--- src/rtl/qif_pkg.sv ---
// Shared defaults and FSM state type for the QIF time-multiplexed neuron scheduler.
package qif_pkg;

    localparam int                 N_NEURONS_DEF  = 4;
    localparam logic signed [7:0]  V_RESET_DEF    = -8'sd20;
    localparam logic signed [7:0]  V_PEAK_DEF     = 8'sd50;
    localparam int                 GAIN_SHIFT_DEF = 2;

    typedef enum logic [1:0] {
        ST_IDLE = 2'd0,
        ST_CALC = 2'd1,
        ST_WB   = 2'd2
    } qif_state_t;

endpackage

--- src/rtl/qif_rr_arbiter.sv ---
// N-way round-robin arbiter: the search starts one slot past the last winner,
// and the pointer only moves when the caller reports that a grant was accepted.
module qif_rr_arbiter #(
    parameter int N  = 4,
    parameter int IW = 2
) (
    input  logic          clk,
    input  logic          rst_i,
    input  logic [N-1:0]  req_i,
    input  logic          adv_i,
    output logic [N-1:0]  grant_o,
    output logic [IW-1:0] grant_id_o
);

    logic [IW-1:0] last_q;

    // Pick the first requester scanning forward from the slot after the last winner.
    always_comb begin
        logic          found;
        logic [IW-1:0] idx;
        grant_o    = '0;
        grant_id_o = '0;
        found      = 1'b0;
        idx        = '0;
        for (int k = 0; k < N; k++) begin
            idx = IW'((int'(last_q) + 1 + k) % N);
            if (!found && req_i[idx]) begin
                grant_o[idx] = 1'b1;
                grant_id_o   = idx;
                found        = 1'b1;
            end
        end
    end

    // Remember the accepted winner; reset points at the last slot so slot 0 wins first.
    always_ff @(posedge clk) begin
        if (rst_i) begin
            last_q <= IW'(N - 1);
        end else if (adv_i) begin
            last_q <= grant_id_o;
        end
    end

endmodule

--- src/rtl/qif_tdm_scheduler.sv ---
// Time-multiplexed quadratic integrate-and-fire neuron update engine.
// One shared datapath serves N_NEURONS membrane registers, one update every 3 cycles.
//
// state | meaning
// IDLE  | waiting for a granted request (ready driven combinationally)
// CALC  | compute saturated V + V^2*gain + I_syn, register result outputs
// WB    | result pulse visible; write V_RESET or the new value to the slot
module qif_tdm_scheduler
    import qif_pkg::*;
#(
    parameter int                N_NEURONS  = N_NEURONS_DEF,
    parameter logic signed [7:0] V_RESET    = V_RESET_DEF,
    parameter logic signed [7:0] V_PEAK     = V_PEAK_DEF,
    parameter int                GAIN_SHIFT = GAIN_SHIFT_DEF,
    localparam int               IW         = (N_NEURONS > 1) ? $clog2(N_NEURONS) : 1
) (
    input  logic                     clk,
    input  logic                     rst_n,
    input  logic                     en,
    input  logic [N_NEURONS-1:0]     req_valid,
    input  logic [8*N_NEURONS-1:0]   req_isyn,
    output logic [N_NEURONS-1:0]     req_ready,
    output logic                     v_mem_valid,
    output logic signed [7:0]        v_mem_out,
    output logic [IW-1:0]            v_mem_id,
    output logic                     spike_valid,
    output logic                     busy
);

    qif_state_t         state_q;
    logic [IW-1:0]      id_q;
    logic signed [7:0]  isyn_q;
    logic signed [7:0]  v_mem_q [N_NEURONS];

    logic               v_mem_valid_q;
    logic signed [7:0]  v_mem_out_q;
    logic [IW-1:0]      v_mem_id_q;
    logic               spike_valid_q;

    logic [N_NEURONS-1:0] grant;
    logic [IW-1:0]        grant_id;
    logic                 hs;
    logic signed [7:0]    isyn_sel;
    logic signed [7:0]    v_sat;
    logic                 spike_d;

    qif_rr_arbiter #(
        .N  (N_NEURONS),
        .IW (IW)
    ) u_arb (
        .clk        (clk),
        .rst_i      (rst_n),
        .req_i      (req_valid),
        .adv_i      (hs),
        .grant_o    (grant),
        .grant_id_o (grant_id)
    );

    assign req_ready   = (state_q == ST_IDLE && en) ? grant : '0;
    assign hs          = |req_ready;
    assign busy        = (state_q != ST_IDLE);
    assign v_mem_valid = v_mem_valid_q;
    assign v_mem_out   = v_mem_out_q;
    assign v_mem_id    = v_mem_id_q;
    assign spike_valid = spike_valid_q;

    // Route the granted slot's I_syn lane to the capture register.
    always_comb begin
        isyn_sel = '0;
        for (int k = 0; k < N_NEURONS; k++) begin
            if (req_ready[k]) begin
                isyn_sel = req_isyn[8*k +: 8];
            end
        end
    end

    // 18-bit signed is enough: V^2 peaks at 16384 and the sum stays well inside.
    always_comb begin
        logic signed [17:0] v_ext;
        logic signed [17:0] i_ext;
        logic signed [17:0] sq;
        logic signed [17:0] sum;
        v_ext = {{10{v_mem_q[id_q][7]}}, v_mem_q[id_q]};
        i_ext = {{10{isyn_q[7]}}, isyn_q};
        sq    = v_ext * v_ext;
        sum   = v_ext + (sq >>> GAIN_SHIFT) + i_ext;
        if (sum > 18'sd127) begin
            v_sat = 8'sd127;
        end else if (sum < -18'sd128) begin
            v_sat = -8'sd128;
        end else begin
            v_sat = sum[7:0];
        end
        spike_d = (v_sat >= V_PEAK);
    end

    // Sequencer, membrane storage and registered result outputs.
    always_ff @(posedge clk) begin
        if (rst_n) begin
            state_q       <= ST_IDLE;
            id_q          <= '0;
            isyn_q        <= '0;
            v_mem_valid_q <= 1'b0;
            v_mem_out_q   <= '0;
            v_mem_id_q    <= '0;
            spike_valid_q <= 1'b0;
            for (int k = 0; k < N_NEURONS; k++) begin
                v_mem_q[k] <= '0;
            end
        end else begin
            v_mem_valid_q <= 1'b0;
            spike_valid_q <= 1'b0;
            case (state_q)
                ST_IDLE: begin
                    if (hs) begin
                        id_q    <= grant_id;
                        isyn_q  <= isyn_sel;
                        state_q <= ST_CALC;
                    end
                end
                ST_CALC: begin
                    v_mem_valid_q <= 1'b1;
                    v_mem_out_q   <= v_sat;
                    v_mem_id_q    <= id_q;
                    spike_valid_q <= spike_d;
                    state_q       <= ST_WB;
                end
                ST_WB: begin
                    // spike_valid_q is high exactly during WB, so it doubles as the spike flag.
                    v_mem_q[id_q] <= spike_valid_q ? V_RESET : v_mem_out_q;
                    state_q       <= ST_IDLE;
                end
                default: begin
                    state_q <= ST_IDLE;
                end
            endcase
        end
    end

endmodule

--- config.mk ---
export PLATFORM = sky130hd
export DESIGN_NAME = qif_tdm_scheduler
export DESIGN_NICKNAME = d
export VERILOG_FILES = /design/src/rtl/qif_pkg.sv /design/src/rtl/qif_rr_arbiter.sv /design/src/rtl/qif_tdm_scheduler.sv
export SDC_FILE = /design/constraint.sdc
export NUM_CORES = 1
export LEC_CHECK = 0
export ABC_CLOCK_PERIOD_IN_PS = 8350
export BUFFER_PORTS_ARGS = -buffer_cell sky130_fd_sc_hd__buf_2
export CAP_MARGIN = 10
export CELL_PAD_IN_SITES_DETAIL_PLACEMENT = 2
export CELL_PAD_IN_SITES_GLOBAL_PLACEMENT = 2
export CORE_ASPECT_RATIO = 1.25
export CORE_MARGIN = 1
export CORE_UTILIZATION = 39
export CTS_BUF_LIST = sky130_fd_sc_hd__clkbuf_4 sky130_fd_sc_hd__clkbuf_8 sky130_fd_sc_hd__clkbuf_16
export DETAILED_ROUTE_END_ITERATION = 16
export HOLD_SLACK_MARGIN = 0.05
export PLACE_DENSITY = 0.91
export SYNTH_ARGS = -nofsm -noshare
export SYNTH_HDL_FRONTEND = slang
export SYNTH_HIERARCHICAL = 1
export SYNTH_SLANG_ARGS = --single-unit
--- constraint.sdc ---
create_clock -name clk -period 8.35 [get_ports clk]
set_input_delay 1.2525 -clock clk [delete_from_list [all_inputs] [get_ports clk]]
set_output_delay 1.2525 -clock clk [all_outputs]
set_load 0.01 [all_outputs]
# Word level (Yosys, flattened, before mapping)
# Memories as Yosys holds them, arrays and structs flattened. A register that Yosys moved wholly into a read port is not among the register bits.
# Index checks and enable logic that the tools add are counted.
# word_totals
register_bits	26
mem_bits_rw	32
word_cells	99
mem_count	1
# op_classes
addsub	6
mul	1
magnitude_cmp	11
n_eq_ne	3
n_mux	48
n_bitwise	4
reduce_logical	17
# memory_table
name	depth	word_bits	read_ports	rd_ports_with_merged_regs	wr	line	source
v_mem_q	4	8	1	1	4	qif_tdm_scheduler.sv:33	logic signed [7:0] v_mem_q [N_NEURONS];
# op_table
operator	n
2-to-1 mux 8 bit	8
2-to-1 mux 4 bit	5
2-to-1 mux 1 bit	18
adder 15 x 8 -> 16 bit	1
greater-than comparator 16 x 8 -> 1 bit (second input constant)	1
< comparator 16 x 8 -> 1 bit (second input constant)	1
multiplier 8 x 8 -> 16 bit	1
2-to-1 mux 2 bit	8
adder 8 x 14 -> 15 bit	1
< comparator 2 x 3 -> 1 bit (second input constant)	4
OR 4 bit	3
binary-select mux 1 bit (select 2 bit)	4
demux 1 bit (select 2 bit)	4
>= comparator 2 x 1 -> 1 bit (second input constant)	4
>= comparator 8 x 7 -> 1 bit (second input constant)	1
logical AND 1 bit	8
OR reduction 8 bit	1
adder 2 x 1 -> 2 bit (second input constant)	2
adder 2 bit (second input constant)	2
case mux 2 bit (2 select lines)	1
OR reduction 4 bit	1
logical NOT 1 bit	3
== test 2 x 1 -> 1 bit (second input constant)	1
== test 2 bit (second input constant)	1
6 further kinds	6

# Longest topological paths before layout
# Gate-level depths: netlist of run 1.
# depth
depth_word	18
mapped_depth	32
ltp_nobuf	31

# By module
# The synthesis of run 1 kept the hierarchy.
# modules_own_cells
mod	n_inst	cells_per_inst	area_each_um2
qif_tdm_scheduler	1	609	5699.2
qif_rr_arbiter	1	71	585.6

# Worst setup path after synthesis of run 1
# No wires, ideal clock.
# synth_path
kind	register -> register
from	reg (tool-made name)
to	reg v_mem_out_q[0], in the netlist v_mem_out[0]
setup_ns	0.086
t_arrival_ns	7.293
path_slack_ns	0.972
path_stages_with_launch	30
n_path_buf	1
cell_sequence	dfxtp_1 > buf_2 > mux4_2 > clkinv_1 > nor2_1 > fa_1 > inv_1 > fa_1 > inv_1 > fa_1 > inv_1 > fa_1 > inv_1 > ha_1 > nand3_1 > nand2_1 > a41oi_1 > nand2_1 > xnor2_1 > fa_1 > inv_1 > ha_1 > or2_0 > a211o_1 > a21o_1 > o21ai_1 > xor2_1 > o41ai_4 > nand2b_1 > a211oi_1
# synth_rtl
item	line	source
end signal, assigned	qif_tdm_scheduler.sv:123	v_mem_out_q <= v_sat;
end, declared	qif_tdm_scheduler.sv:36	logic signed [7:0] v_mem_out_q;

==> key figures, run 1 <==
Run status
  – Outcome: complete, but fails checks
  – Failing checks: setup timing

Run
  – MaxCap Viol Count: 0

Worst setup path
  – Crit. End Element: flip-flop
  – Req. time, crit path: 8.55 ns
  – Slowest CP cell: mux4_2
  – CP peak stage delay: 0.60 ns
  – Critical Path Fanout Max: 8
  – WS Path Type: reg -> reg
  – Crit path launch type: flip-flop
  – R2R setup slack: -0.06 ns
  – Crit path arrival time: 8.60 ns

Layout
  – Fin area: 7270 µm²
  – Non-Filler Instances: 960
  – Antenna diode count: 0
  – Fillers: 1716
  – Area growth from synthesis to layout: 15.6%
  – Final Net Count: 886
  – Layout cell share with drive strength beyond 1: 18.9%

Routing
  – Final ANT Viol Nets: 0
  – Drt pass-1 iters: 4
  – First DRT Iteration DRCs: 263
  – Vias: 5553
  – Routed wire length per instance: 25.9 µm
  – WL final: 24800 µm
  – DRC violations left: 0
  – DR vias/cell: 5.78

Yosys
  – Post-Syn Nets: 823
  – Mapped Area: 6280 µm²
  – Sequential share of the synthesized area: 24.2%
  – Share of synthesized registers carrying an async set or reset: 0%
  – Yosys cell types: 72
  – Number of flops mapped to enable cells by yosys: 32
  – Post-synthesis cell count: 680
  – Synth Flop Type: edfxtp_1
  – Synth warnings: 6
  – Post-synthesis average cell area: 9.24 µm²
  – FF+latch count, synth: 60

Floorplan
  – I/O pin total: 56
  – Die Height: 144 µm
  – # rows: 51
  – Core Footprint: 15700 µm²
  – Die area: 16600 µm²
  – Die Width: 116 µm
  – Initial Util: 40.0%

STA
  – Clk_skew: 0.00939 ns
  – Final hold violations: 0
  – Worst slew margin: 41.1%
  – WHS: 0.533 ns
  – Worst-margin pin slew: 0.880 ns
  – Period Utilization, post-route: 101%
  – PnR worst setup slack: -0.0561 ns
  – Fmax: 0.119 GHz
  – Setup TNS Final: -0.0975 ns
  – Min Tclk post-route: 8.41 ns
  – Slew Viols, Final: 0
  – Final setup vio count: 5

Clocking
  – CTS Buf Count: 9
  – CTS tree: built
  – CTS max path bufs: 2
  – Clock Latency Late Sink: 0.35 ns
  – CTS clock-pin slew for the worst setup and hold paths: 0.06 ns
  – # clock sinks: 60
  – Root Driver: clkbuf_16
  – H-tree depth: 3

GRT
  – Global route total overflow: 0
  – First-pass GRT wire length: 34600 µm
  – Total track usage: 28.2%
  – Vias in the first global route: 6100
  – Pin count of the biggest net entering global routing: 32
  – Antenna violations before repair: 0

Placement
  – Dpl hpwl: 16400 µm
  – Gpl congestion: 0.833
  – DP Area: 6790 µm²
  – PortBufs: 55
  – Cells after DPL: 935

Min path
  – Hold crit path type: reg -> reg
==> sequential cells by signal, indices dropped and copies added (netlist names), named ones only <==
name,count
state_q,2
id_q,2
v_mem_out,8
v_mem_q,32
v_mem_valid,1
u_arb/last_q,2
spike_valid,1
isyn_q,8
v_mem_id,2
==> routing by layer <==
| metal | GRT usage, % | part of all wire (%) |
|---|---|---|
| met5 | 0 | 0 |
| met4 | 8.82 | 4.4 |
| met3 | 3.33 | 3.4 |
| met2 | 53.7 | 54 |
| met1 | 32.2 | 38 |
==> critical path, delay by kind of cell (launching register included) <==
family	cells	cell delay [ns]
mux	1	0.60
buf+inv	6	0.63
simple gates	3	0.68
xor+xnor	2	0.69
flops	1	0.42
compound gates	12	2.35
fa+ha+maj	7	2.85
==> logic make-up after synthesis <==
group,after synthesis,share of synthesized area (%)
simple gates,199,14.9
buf+inv,143,8.76
compound gates,117,14.1
fa+ha+maj,104,27.6
flops,60,24.2
xor+xnor,31,4.32
mux,26,6.09
==> stage by stage <==
stage / setup WS, ns / utilization (%)
floorplan: 0.972 / -
detailed placement: -0.291 / 43.3
global placement: 0.422 / 43.3
global route: -0.295 / 46.3
CTS: 0.0447 / 45.7
finish: -0.0561 / 46.3
==> timing repair <==
action | 4_1_cts | 5_1_grt
cloned | 0 | 0
hold buffers | 0 | 0
setup endpoints to repair | 8 | 8
resized for setup | 8 | 15
buffers inserted | 4 | 5
hold endpoints to repair | 0 | 0
pin swaps | 1 | 5
==> cell type report <==
type	count	area, µm²	area share (%)
Clock buffer	10	233	3.20
Clock inverter	6	88.8	1.22
Inverter	126	482	6.63
Multi-Input combinational cell	477	4270	58.8
Sequential cell	60	1530	21.0
Tap cell	212	265	3.65
Timing Repair Buffer	69	397	5.46
==> final timing paths <==
check                                  from      endpoint  cells after the start
worst max-delay path              flip-flop  v_mem_out[1]                     31
worst min-delay path            v_mem_id[1]   v_mem_id[1]                      2
worst max register to register    flip-flop  v_mem_out[1]                     31
worst min register to register  v_mem_id[1]   v_mem_id[1]                      2
==> cell usage after synthesis, types with 3 or more instances <==
library cell	count	area [µm²]
buf_1	3	11.3
mux2_2	4	45.0
buf_2	5	25.0
dfxtp_1	28	561
mux4_2	9	203
edfxtp_1	32	961
clkinv_1	3	11.3
nand2_1	41	154
xnor2_1	26	228
fa_1	58	1160
nor4_1	3	18.8
nand2b_1	11	68.8
a222oi_1	3	30.0
a22o_1	6	52.6
o22ai_1	3	18.8
xor2_1	5	43.8
nor2b_1	4	25.0
clkbuf_1	8	30.0
mux2i_1	12	120
and3_1	3	18.8
a221oi_1	7	61.3
and2_1	7	43.8
a41oi_1	3	26.3
nand4_1	4	25.0
nand3_1	4	20.0
inv_1	123	462
a31o_2	4	35.0
a21o_1	11	82.6
nor2_1	101	379
a21oi_1	26	130
a31oi_1	4	25.0
o21ai_0	11	55.1
a221o_1	3	30.0
a211oi_1	9	67.6
ha_1	46	576
nor3_1	4	20.0
o21bai_1	4	30.0
==> cell usage in the layout, fill, tap and decap left out, drive strengths merged, types with 12 or more instances in the layout <==
cell,count
inv,122
nor2,102
buf,69
fa,58
ha,46
nand2,42
edfxtp,32
dfxtp,28
a21oi,27
xnor2,26
mux2i,12
o21ai,12
Power of run 1 is left out: the tool's default activity adds up to more than one toggle a clock period on the data nets, which glitch-free logic cannot reach.
==> run 2: changes to the inputs <==
--- a/config.mk
+++ b/config.mk
@@ -5,6 +5,7 @@
 export SDC_FILE = /design/constraint.sdc
 export NUM_CORES = 1
 export LEC_CHECK = 0
+export ABC_AREA = 1
 export ABC_CLOCK_PERIOD_IN_PS = 8350
 export BUFFER_PORTS_ARGS = -buffer_cell sky130_fd_sc_hd__buf_2
 export CAP_MARGIN = 10
@@ -12,7 +13,7 @@
 export CELL_PAD_IN_SITES_GLOBAL_PLACEMENT = 2
 export CORE_ASPECT_RATIO = 1.25
 export CORE_MARGIN = 1
-export CORE_UTILIZATION = 39
+export CORE_UTILIZATION = 36
 export CTS_BUF_LIST = sky130_fd_sc_hd__clkbuf_4 sky130_fd_sc_hd__clkbuf_8 sky130_fd_sc_hd__clkbuf_16
 export DETAILED_ROUTE_END_ITERATION = 16
 export HOLD_SLACK_MARGIN = 0.05
==> run 2 against run 1 <==
- critical endpoint is now v_mem_out[0]
- first-iteration DRC count down 17%
- register-to-register slack better by 0.45 ns
- clock-buffer cell count down 1
- critical path type unchanged
- synthesized cell count up 27%
- the flow now finishes without violations
==> key figures, run 2 <==
Run status
  – Outcome: completed (was complete, but fails checks)

Floorplan
  – Core Footprint: 17600 µm² (was 15700 µm²)
  – # rows: 54 (was 51)
  – Die Height: 152 µm (was 144 µm)
  – Initial Util: 37.1% (was 40.0%)
  – Die Width: 122 µm (was 116 µm)
  – I/O pin total: 56 (unchanged)
  – Die area: 18700 µm² (was 16600 µm²)

STA
  – Clk_skew: 0.00766 ns (was 0.00939 ns)
  – Final hold violations: 0 (unchanged)
  – Worst-margin pin slew: 0.904 ns (was 0.880 ns)
  – Fmax: 0.126 GHz (was 0.119 GHz)
  – Final setup vio count: 0 (was 5)
  – Worst slew margin: 39.4% (was 41.1%)
  – Min Tclk post-route: 7.96 ns (was 8.41 ns)
  – Slew Viols, Final: 0 (unchanged)
  – Period Utilization, post-route: 95.3% (was 101%)
  – Setup TNS Final: 0 ns (was -0.0975 ns)

Placement
  – Gpl congestion: 0.836 (was 0.833)
  – DP Area: 7040 µm² (was 6790 µm²)
  – Cells after DPL: 1130 (was 935)
  – Dpl hpwl: 19900 µm (was 16400 µm)
  – PortBufs: 55 (unchanged)

Yosys
  – Sequential share of the synthesized area: 23.3% (was 24.2%)
  – Yosys cell types: 42 (was 72)
  – Synth warnings: 6 (unchanged)
  – Mapped Area: 6520 µm² (was 6280 µm²)
  – Yosys top cell by area: fa_1 (unchanged)
  – Number of flops mapped to enable cells by yosys: 32 (unchanged)
  – Share of synthesized registers carrying an async set or reset: 0% (unchanged)
  – Synth Flop Type: edfxtp_1 (unchanged)
  – Post-Syn Nets: 1004 (was 823)
  – Synth cell count leaders: nand2_1, inv_1, nor2_1 (was inv_1, nor2_1, fa_1)
  – Post-synth top area share: 17.8% (was 18.5%)
  – Post-synthesis average cell area: 7.57 µm² (was 9.24 µm²)
  – Most frequent cell after synthesis: nand2_1 (was inv_1)
  – FF+latch count, synth: 60 (unchanged)
  – Top post-synthesis cells by area: fa_1, edfxtp_1, nand2_1, inv_1, ha_1 (was fa_1, edfxtp_1, ha_1, dfxtp_1, inv_1)
  – Post-synthesis cell count: 861 (was 680)

GRT
  – Global route total overflow: 0 (unchanged)
  – Vias in the first global route: 7267 (was 6100)
  – Pin count of the biggest net entering global routing: 18 (was 32)
  – Total track usage: 29.7% (was 28.2%)
  – Met2 GRT Util: 55.0% (was 53.7%)
  – GR Util met3: 3.82% (was 3.33%)
  – Layer with the highest usage: met2 (unchanged)
  – First-pass GRT wire length: 41100 µm (was 34600 µm)
  – GR Util met1: 29.4% (was 32.2%)
  – Antenna violations before repair: 0 (unchanged)

Routing
  – DR vias/cell: 5.35 (was 5.78)
  – First DRT Iteration DRCs: 218 (was 263)
  – WL final: 26600 µm (was 24800 µm)
  – Vias: 6177 (was 5553)
  – Final ANT Viol Nets: 0 (unchanged)
  – DRC violations left: 0 (unchanged)
  – Routed wire length per instance: 23.1 µm (was 25.9 µm)
  – Drt pass-1 iters: 6 (was 4)

Clocking
  – CTS tree: built (unchanged)
  – CTS Buf Count: 9 (unchanged)
  – CTS clock-pin slew for the worst setup and hold paths: 0.06 ns (about the same)
  – Clock Latency Late Sink: 0.33 ns (was 0.35 ns)
  – CTS max path bufs: 2 (unchanged)
  – Root Driver: clkbuf_16 (unchanged)
  – H-tree depth: 3 (unchanged)
  – # clock sinks: 60 (unchanged)

Layout
  – Most frequent cells in the layout: nand2_1, inv_1, nor2_1 (was inv_1, nor2_1, fa_1)
  – Antenna diode count: 0 (unchanged)
  – Number of flip-flops under the largest register name: 32 (unchanged)
  – Final core occ: 42.5% (was 46.3%)
  – Non-Filler Instances: 1154 (was 960)
  – Fin area: 7470 µm² (was 7270 µm²)
  – Area growth from synthesis to layout: 14.6% (was 15.6%)
  – Top reg by flops: v_mem_q (unchanged)
  – Layout cell share with drive strength beyond 1: 16.8% (was 18.9%)
  – Final Net Count: 1068 (was 886)
  – Most common cell after layout, fill and taps aside: nand2_1 (was inv_1)

Worst setup path
  – Slowest CP cell: fa_1 (was mux4_2)
  – Crit path launch type: flip-flop (unchanged)
  – R2R setup slack: 0.39 ns (was -0.06 ns)
  – Crit path top cell by count: fa_1
  – WS Path Type: reg -> reg (unchanged)
  – Critical Path Fanout Max: 10 (was 8)
  – Crit path arrival time: 8.16 ns (was 8.60 ns)
  – Reg2Reg Depth: 34 (was 31)
  – Crit. End Element: flip-flop (unchanged)
  – FF-to-FF End: v_mem_out[0] (was v_mem_out[1])
  – CP peak stage delay: 0.60 ns (about the same)
  – Req. time, crit path: 8.55 ns (about the same)

Min path
  – Hold crit path type: reg -> reg (unchanged)
  – Worst Hold Depth: 2 (unchanged)
  – Hold Crit Start: isyn_q[6] (was v_mem_id[1])
  – Hold endpoint: isyn_q[6] (was v_mem_id[1])

Run
  – MaxCap Viol Count: 0 (unchanged)
==> run 2: changes by cell type in the layout (fill, tap and decap cells not counted), moves of 11 or more <==
| cell | change |
|---|---|
| a21oi_1 | +15 |
| inv_1 | +52 |
| inv_2 | +14 |
| mux2i_1 | -12 |
| nand2_1 | +143 |
| nand2_2 | +14 |
| nand2b_1 | -11 |
| nand3_1 | +40 |
| nor2_1 | -11 |
| xnor2_1 | -17 |
==> run 2: stage by stage <==
stage	setup WS, ns	hold slack [ns]
finish	0.393	0.496
global route	-0.289	0.522
detailed placement	-0.216	0.497
floorplan	1.30	0.454
global placement	0.610	0.473
CTS	0.0495	0.506
==> run 2: how the worst max path moves through the flow <==
stage | slack [ns] | cells after the start | endpoint | startpoint
after floorplan | 1.30 | 36 | v_mem_out[6] | flip-flop
after global routing | -0.29 | 41 | spike_valid | flip-flop
after global placement | 0.61 | 35 | spike_valid | flip-flop
after detailed placement | -0.22 | 32 | v_mem_out[6] | flip-flop
after CTS | 0.05 | 32 | v_mem_out[6] | flip-flop
final | 0.39 | 34 | v_mem_out[0] | flip-flop
==> run 2: cell type report <==
type                       instances  area [µm²]
timing repair buffer              66         383
inverter                         192         733
tap                              224         280
fill                            2065       10100
sequential                        60        1530
multi-input combinational        596        4270
clock buffer                       9         225
clock inverter                     7        51.3
==> run 2: cell families (layout without fill, tap and decap cells) <==
logic type / Yosys count / after routing / share of synthesized area [%]
simple gates: 375 / 375 / 25.8
xor+xnor: 23 / 23 / 3.20
buf+inv: 205 / 274 / 12.0
flops: 60 / 60 / 23.3
compound gates: 94 / 94 / 9.02
fa+ha+maj: 104 / 104 / 26.6
==> run 2: critical path, delay by kind of cell, from the launching register on <==
kind                       cells  cell delay [ns]
AOI/OAI and AO/OA             10             1.80
xor gates and xnor gates       2             0.34
adders and majority gates      7             3.42
buffers and inverters         11             1.30
DFF                            1             0.34
and+or+nand+nor                4             0.64
==> run 2: per-layer routing <==
metal	routed length, µm	share of wire, %	vias up
li1	-	-	2808
met1	9400	35	3100
met2	14500	55	169
met3	693	2.6	100
met4	2020	7.6	0
met5	0	0	-
==> run 2: what timing repair did <==
item                                    CTS  global route
resized for setup                         3            18
hold endpoints to repair                  0             0
buffers inserted                          0             8
endpoints found under the setup margin    9             9
hold buffers                              0             0
pin swaps                                 0             1
Power of run 2 is left out for the same reason.
==> run 3: changes to the inputs <==
--- a/config.mk
+++ b/config.mk
@@ -18,6 +18,7 @@
 export DETAILED_ROUTE_END_ITERATION = 16
 export HOLD_SLACK_MARGIN = 0.05
 export PLACE_DENSITY = 0.91
+export RECOVER_POWER = 50
 export SYNTH_ARGS = -nofsm -noshare
 export SYNTH_HDL_FRONTEND = slang
 export SYNTH_HIERARCHICAL = 1
==> run 3 against run 2 <==
- the flow now finishes with violations (capacitance limit)
- sequential cell count unchanged
- via count decreased by 0.34%
- global-route usage unchanged
- utilization decreased by 0.13 points
- cell area decreased by 0.30%
- worst hold slack about the same
- first-iteration DRC count decreased by 0.92%
- highest routed layer unchanged
- routed wire length about the same
- clock skew about the same
==> key figures, run 3 (synthesized netlist as in run 2, its figures left out) <==
Run status
  – Outcome: complete, but fails checks (was completed)
  – Failing checks: capacitance limit

STA
  – Fmax: 0.126 GHz (about the same)
  – Min Tclk post-route: 7.95 ns (was 7.96 ns)
  – Final hold violations: 0 (unchanged)
  – Clk_skew: 0.00782 ns (was 0.00766 ns)
  – Worst-margin pin slew: 1.47 ns (was 0.904 ns)
  – WHS: 0.496 ns (about the same)
  – Period Utilization, post-route: 95.2% (was 95.3%)
  – Slew Viols, Final: 0 (unchanged)
  – Worst slew margin: 0.900% (was 39.4%)
  – Final setup vio count: 0 (unchanged)

Worst setup path
  – R2R setup slack: 0.40 ns (was 0.39 ns)
  – WS Path Type: reg -> reg (unchanged)
  – CP peak stage delay: 0.57 ns (was 0.60 ns)
  – Crit path top cell by count: inv_1 (was fa_1)
  – Req. time, crit path: 8.55 ns (about the same)
  – Crit path launch type: flip-flop (unchanged)
  – Crit. End Element: flip-flop (unchanged)
  – FF-to-FF End: v_mem_out[0] (unchanged)
  – Crit path arrival time: 8.16 ns (about the same)
  – Slowest CP cell: fa_1 (unchanged)
  – Reg2Reg Depth: 33 (was 34)
  – Critical Path Fanout Max: 17 (was 10)

Routing
  – Final ANT Viol Nets: 0 (unchanged)
  – Vias: 6156 (was 6177)
  – Routed wire length per instance: 23.1 µm (about the same)
  – DRC violations left: 0 (unchanged)
  – First DRT Iteration DRCs: 216 (was 218)
  – Drt pass-1 iters: 6 (unchanged)
  – DR vias/cell: 5.33 (was 5.35)
  – WL final: 26600 µm (about the same)

Run
  – MaxCap Viol Count: 1 (was 0)

Placement
  – Cells after DPL: 1130 (unchanged)
  – Dpl hpwl: 19900 µm (unchanged)
  – PortBufs: 55 (unchanged)
  – Gpl congestion: 0.836 (unchanged)
  – DP Area: 7040 µm² (unchanged)

Floorplan
  – # rows: 54 (unchanged)
  – Die area: 18700 µm² (unchanged)
  – I/O pin total: 56 (unchanged)
  – Die Width: 122 µm (unchanged)
  – Core Footprint: 17600 µm² (unchanged)
  – Initial Util: 37.1% (unchanged)
  – Die Height: 152 µm (unchanged)

GRT
  – Global route total overflow: 0 (unchanged)
  – Total track usage: 29.7% (unchanged)
  – First-pass GRT wire length: 41100 µm (unchanged)
  – Vias in the first global route: 7267 (unchanged)
  – Pin count of the biggest net entering global routing: 18 (unchanged)
  – Antenna violations before repair: 0 (unchanged)

Layout
  – Non-Filler Instances: 1154 (unchanged)
  – Layout cell share with drive strength beyond 1: 15.2% (was 16.8%)
  – Fin area: 7450 µm² (was 7470 µm²)
  – Final Net Count: 1068 (unchanged)
  – Antenna diode count: 0 (unchanged)
  – Most common cell after layout, fill and taps aside: nand2_1 (unchanged)
  – Most frequent cells in the layout: nand2_1, inv_1, nor2_1 (unchanged)
  – Fillers: 2073 (was 2065)
  – Top reg by flops: v_mem_q (unchanged)
  – Area growth from synthesis to layout: 14.2% (was 14.6%)
  – Number of flip-flops under the largest register name: 32 (unchanged)

Clocking
  – CTS tree: built (unchanged)
  – Clock Latency Late Sink: 0.33 ns (about the same)
  – # clock sinks: 60 (unchanged)
  – Cts hold-fix bufs: 0 (unchanged)
  – Root Driver: clkbuf_16 (unchanged)
  – H-tree depth: 3 (unchanged)
  – CTS clock-pin slew for the worst setup and hold paths: 0.06 ns (about the same)
  – CTS Buf Count: 9 (unchanged)
  – CTS max path bufs: 2 (unchanged)

Min path
  – Hold crit path type: reg -> reg (unchanged)
  – Hold endpoint: isyn_q[6] (unchanged)
  – Worst Hold Depth: 2 (unchanged)
  – Hold Crit Start: isyn_q[6] (unchanged)
## run 3: cell types whose count changed in the layout (fill, tap and decap cells not counted)
cell / delta
o31ai_2: -1
o31ai_1: +1
clkbuf_1: +14
buf_2: -14
## run 3: metal layers
layer  part of all wire [%]  global-route usage, %  up-vias
met2                     55                   55.0      169
li1                       -                      -     2808
met1                     35                   29.4     3078
met5                      0                      0        -
met3                    2.6                   3.82      101
met4                    7.4                   22.3        0
## run 3: worst max path at each step
stage / to
floorplan: v_mem_out[6]
global placement: spike_valid
detailed placement: v_mem_out[6]
CTS: v_mem_out[6]
global route: spike_valid
finish: v_mem_out[0]
## run 3: worst max-delay path: cells and delay by family, from the launching register on
kind | cells | cell delay, ns
AND/OR/NAND/NOR | 5 | 0.78
buffers and inverters | 10 | 1.09
XOR/XNOR | 2 | 0.34
adder cells (fa/ha/maj) | 7 | 3.23
flip-flops | 1 | 0.41
AO/OA/AOI/OAI | 9 | 1.94
## run 3: final cells by class
class,instances,area [µm²],share of cell area [%]
Tap cell,224,280,3.76
Clock buffer,9,225,3.02
Timing Repair Buffer,66,365,4.91
Sequential cell,60,1530,20.5
Clock inverter,7,51.3,0.689
Multi-Input combinational cell,596,4270,57.3
Inverter,192,733,9.84
## run 3: stage by stage
stage	utilization (%)	setup TNS, ns	worst slack, ns
CTS	41.7	0	0.0495
finish	42.4	0	0.397
global placement	40.0	0	0.610
floorplan	-	0	1.30
detailed placement	40.0	-1.22	-0.216
global route	42.4	-1.74	-0.289
## run 3: timing repair
| action | in CTS | in global routing |
|---|---|---|
| gates resized for setup | 3 | 18 |
| pin swaps | 0 | 1 |
| buffers inserted | 0 | 8 |
| endpoints found under the setup margin | 9 | 9 |
Power of run 3 is left out for the same reason.
